`config.mk`:
```
export PLATFORM = sky130hd
export DESIGN_NAME = gray_step_decoder
export DESIGN_NICKNAME = d
export VERILOG_FILES = /design/src/rtl/gray_step_decoder.sv
export SDC_FILE = /design/constraint.sdc
export NUM_CORES = 1
export LEC_CHECK = 0
export CAP_MARGIN = 5
export CORE_MARGIN = 4
export CORE_UTILIZATION = 49
export CTS_BUF_LIST = sky130_fd_sc_hd__clkbuf_8
export DETAILED_ROUTE_END_ITERATION = 7
export MAX_ROUTING_LAYER = met4
export PLACE_DENSITY = 0.77
export SLEW_MARGIN = 25
export SYNTH_ARGS = -nofsm -noshare
export SYNTH_HDL_FRONTEND = slang
export SYNTH_SLANG_ARGS = --single-unit
```
`constraint.sdc`:
```
create_clock -name clk -period 2.6 [get_ports clk]
set_input_delay 0.39 -clock clk [delete_from_list [all_inputs] [get_ports clk]]
set_output_delay 0.39 -clock clk [all_outputs]
set_load 0.02 [all_outputs]
```
`src/rtl/gray_step_decoder.sv`:
```
// rtl/gray_step_decoder.sv - synchronises a gray-coded count, decodes it to binary and tracks +1/-1 steps
module gray_step_decoder #(
  parameter int W           = 2,
  parameter int POS_W       = 8,
  parameter int SYNC_STAGES = 2
) (
  input  logic             clk,
  input  logic             rst,
  input  logic [W-1:0]     gray_in,
  input  logic             clr,
  output logic [W-1:0]     bin_out,
  output logic             step_up,
  output logic             step_dn,
  output logic [POS_W-1:0] pos,
  output logic             err,
  output logic             locked
);

  localparam int            CW       = $clog2(SYNC_STAGES + 1);
  localparam logic [CW-1:0] LOCK_CNT = CW'(SYNC_STAGES);
  localparam logic [W-1:0]  DIFF_UP  = W'(1);
  localparam logic [W-1:0]  DIFF_DN  = {W{1'b1}};

  typedef enum logic [1:0] {UNLOCKED, LOCKED, FAULT} state_t;

  state_t                            state, state_next;
  logic [SYNC_STAGES-1:0][W-1:0]     sync_q;
  logic [W-1:0]                      s, cur, prev, diff;
  logic [CW-1:0]                     cnt, cnt_next;
  logic [W-1:0]                      prev_next, bin_next;
  logic [POS_W-1:0]                  pos_next;
  logic                              err_next, up_next, dn_next;

  always_ff @(posedge clk or posedge rst) begin
    if (rst) sync_q <= '0;
    else     sync_q <= {sync_q[SYNC_STAGES-2:0], gray_in};
  end

  assign s = sync_q[SYNC_STAGES-1];

  // Binary bit i is the XOR of all gray bits at or above i.
  always_comb begin
    cur = s;
    for (int k = 1; k < W; k++) cur = cur ^ (s >> k);
  end

  assign diff   = cur - prev;
  assign locked = (state == LOCKED);

  always_comb begin
    state_next = state;
    cnt_next   = cnt;
    prev_next  = prev;
    bin_next   = bin_out;
    pos_next   = pos;
    err_next   = err;
    up_next    = 1'b0;
    dn_next    = 1'b0;
    case (state)
      UNLOCKED: begin
        if (clr) pos_next = '0;
        if (cnt == LOCK_CNT) begin
          prev_next  = cur;
          bin_next   = cur;
          cnt_next   = '0;
          state_next = LOCKED;
        end else begin
          cnt_next = cnt + CW'(1);
        end
      end
      LOCKED: begin
        bin_next  = cur;
        prev_next = cur;
        if (clr) begin
          pos_next = '0;
        end else if (diff == DIFF_UP) begin
          up_next  = 1'b1;
          pos_next = pos + POS_W'(1);
        end else if (diff == DIFF_DN) begin
          dn_next  = 1'b1;
          pos_next = pos - POS_W'(1);
        end else if (diff != '0) begin
          err_next   = 1'b1;
          state_next = FAULT;
        end
      end
      FAULT: begin
        // prev is frozen here; only clr re-establishes a reference via re-lock.
        bin_next = cur;
        if (clr) begin
          pos_next   = '0;
          err_next   = 1'b0;
          cnt_next   = '0;
          state_next = UNLOCKED;
        end
      end
      default: begin
        state_next = UNLOCKED;
        cnt_next   = '0;
      end
    endcase
  end

  always_ff @(posedge clk or posedge rst) begin
    if (rst) begin
      state   <= UNLOCKED;
      cnt     <= '0;
      prev    <= '0;
      bin_out <= '0;
      pos     <= '0;
      err     <= 1'b0;
      step_up <= 1'b0;
      step_dn <= 1'b0;
    end else begin
      state   <= state_next;
      cnt     <= cnt_next;
      prev    <= prev_next;
      bin_out <= bin_next;
      pos     <= pos_next;
      err     <= err_next;
      step_up <= up_next;
      step_dn <= dn_next;
    end
  end

endmodule

```
==> results.cfg <==
[sta]
layout_setup_ws_ns = -0.0434
drv_slew = 0
layout_min_cycle_time_ns = 2.64
relSlewSlack_pct = 43.4
layout_worst_path_cycle_share_pct = 102
setup_violations = 1
hold_viol_final = 0
tightest_slew_ns = 0.848
rsz0062_at_grt = true
fin_skew_ns = 0.00175
fmax_mhz = 378

[status]
violations = negative setup slack
outcome = finished, violations left

[synthesis]
synth_compound_area_share_pct = 15.2
synth-seq-cells = 23
synth_warnings = 0
syn-num-nets = 132
ys_types = 33
synthMuxAreaShare_pct = 3.67
synth_fa_ha_area_share_pct = 9.01
ys_seq_area_share_pct = 48.2
yosys-top-cells-area = dfrtp_1, ha_1, nand2_1, o21ai_0, a21oi_1
synth_top_family_by_area = simple AND/OR/NAND/NOR gates
synth.avg_cell_area_sq_um = 10.0
netlist_instances = 119
synth_area_sq_mm = 0.00119
synth_top_area_share_pct = 48.2
synth_area_leader_cell = dfrtp_1
synth-xor-area-share_pct = 4.82
yosys.area_share.simple_pct = 15.6

[route]
drt_iter0_drc = 14
drc = 0
routed_via_density = 5.45
postRouteAntennaNets = 0
wirelength_um = 2630
vias = 981
wl_per_cell_um = 14.6
drt_pass1_iterations = 4

[grt]
antenna_found_initial = 0
overflow = 0
grt_pass1_vias = 994
grt_pass1_wl_um = 4340
grt_usage_pct = 17.1
grt_max_degree = 24

[cells_and_area]
area_growth_pct = 36.6
instances_no_fill = 180
layout-drive-gt1-share_pct = 23.0
fin_util_pct = 72.3
layout_common_cells = dfrtp_1, nand2_1, clkdlybuf4s50_1
antenna_cells = 0
fin_area_sq_mm = 0.00163
nets = 166
nFillCells = 176
final_common_cell = dfrtp_1

[critical_path]
critPathCaptureType = register
worstPathArrival_ns = 2.81
critPathCapture = pos[6]
cp-startpoint = s[0]
path_class = reg -> reg
reg2regPathDepth = 10
r2r_slack_ns = -0.04
startpoint_type = register
r2r-start = s[0]
required_ns = 2.76
r2r-end = pos[6]
path_max_fanout = 6

[floorplan]
core_sq_mm = 0.00225
start_util_pct = 52.9
dieArea_sq_mm = 0.00329
die_x_um = 57.4
die_h_um = 57.4
rows = 17
io_pins = 19

[placement]
dp_slack_ns = -0.0521
portBuffers = 18
dpl_cell_area_sq_mm = 0.00147
dp.cells = 170
dpl.hpwl_um = 1660
gp_congestion = 0.844

[power]
power_switching_mw = 1.02
p_int_mw = 1.38
ir_drop_uv = 875
switching_share_pct = 42.4
power_mw = 2.40
seqPwrFrac_pct = 24.5
combPwrFrac_pct = 65.9
clkPwrFrac_pct = 9.6
p_per_area_mw_per_mm2 = 1470
leakage_nw = 0.722

[clocking]
clock-sinks = 23
clkLatencyLatePin_ns = 0.27
clockBufferDepth = 2
path_clk_slew_ns = 0.08
htreeDepth = 1
cts_inserted_buffers = 3
root_buffer = clkbuf_8
cts_tree = yes

[hold_path]
min-delay-path-class = reg -> reg

[job]
drv_cap = 0
-- cells by family after synthesis --
logic type / after synthesis
and+or+nand+nor: 37
buffers and inverters: 11
DFF: 23
AOI/OAI and AO/OA: 31
muxes: 4
xor gates and xnor gates: 5
adders and majority gates: 8
-- metal layers --
metal | GRT usage, % | vias up | wire length (um)
met5 | - | - | 0
met4 | 7.95 | 0 | 67
met3 | 2.26 | 7 | 98
met2 | 26.5 | 28 | 1290
met1 | 22.2 | 468 | 1180
li1 | - | 478 | -
-- stage by stage --
stage | setup TNS (ns) | hold slack (ns)
floorplan | 0 | 0.331
global placement | 0 | 0.334
detailed placement | -0.103 | 0.335
CTS | -0.0112 | 0.355
global route | -0.355 | 0.374
finish | -0.0434 | 0.354
-- cell usage after synthesis --
master / count
nand2b_1: 2
a31oi_1: 1
a32o_1: 1
nor3_1: 3
fa_1: 1
inv_2: 1
or3_1: 1
nand3_1: 1
a21o_1: 2
mux2i_1: 1
or3_4: 1
a21oi_1: 9
inv_1: 8
o21ai_0: 12
mux2_2: 3
o21ai_1: 1
and2b_1: 1
dfrtp_1: 23
and2_1: 1
nand2b_2: 1
xnor3_1: 1
or4_1: 1
nor2_1: 2
xnor2_1: 3
o31ai_1: 2
xor2_1: 1
nand2_1: 18
o41ai_1: 2
a211oi_1: 1
ha_1: 7
clkbuf_1: 2
nor2b_1: 4
or2_1: 1
-- worst max-delay path: stages (launching register included) --
cell      delay [ns]
dfrtp_1         0.38
xor2_1          0.19
inv_1           0.09
ha_2            0.17
xnor3_1         0.26
nand2b_4        0.11
buf_4           0.17
ha_4            0.22
and2_1          0.18
or4_1           0.50
a32o_1          0.28
-- timing repair --
action | 4_1_cts | 5_1_grt
cloned | 0 | 0
buffers inserted | 6 | 0
endpoints found under the setup margin | 2 | 4
pin swaps | 5 | 3
hold buffers | 0 | 0
gates resized for setup | 4 | 10
-- flip-flops by register name, summed over array words and instances (netlist names) --
signal	count
bin_out	2
cnt	2
err	1
pos	8
prev	2
s	2
state	2
step_dn	1
step_up	1
sync_q	2
-- cell type report --
cell class | count | area [sq um] | area share, %
Clock inverter | 1 | 7.51 | 0.460
Multi-Input combinational cell | 85 | 659 | 40.4
Inverter | 9 | 33.8 | 2.07
Sequential cell | 23 | 576 | 35.3
Clock buffer | 3 | 41.3 | 2.53
Timing Repair Buffer | 31 | 278 | 17.0
Tap cell | 28 | 35.0 | 2.15
-- power by group through the flow --
stage / logic, mW / clock network [mW] / registers, mW
3_3_place_gp: 1.26 / 0 / 0.579
6_report: 1.58 / 0.230 / 0.588
3_5_place_dp: 1.29 / 0 / 0.589
4_1_cts: 1.43 / 0.238 / 0.588
5_1_grt: 1.74 / 0.249 / 0.608
2_1_floorplan: 0.826 / 0 / 0.639
-- worst min-delay path by stage --
| stage | depth (start not counted) | end | from |
|---|---|---|---|
| 2_1_floorplan | 0 | s[0] | sync_q[0] |
| 3_5_place_dp | 0 | s[1] | sync_q[1] |
| 3_3_place_gp | 0 | s[1] | sync_q[1] |
| 4_1_cts | 0 | s[1] | sync_q[1] |
| 5_1_grt | 0 | s[0] | sync_q[0] |
| 6_report | 0 | s[1] | sync_q[1] |
Power figures use the tool's default switching activity.
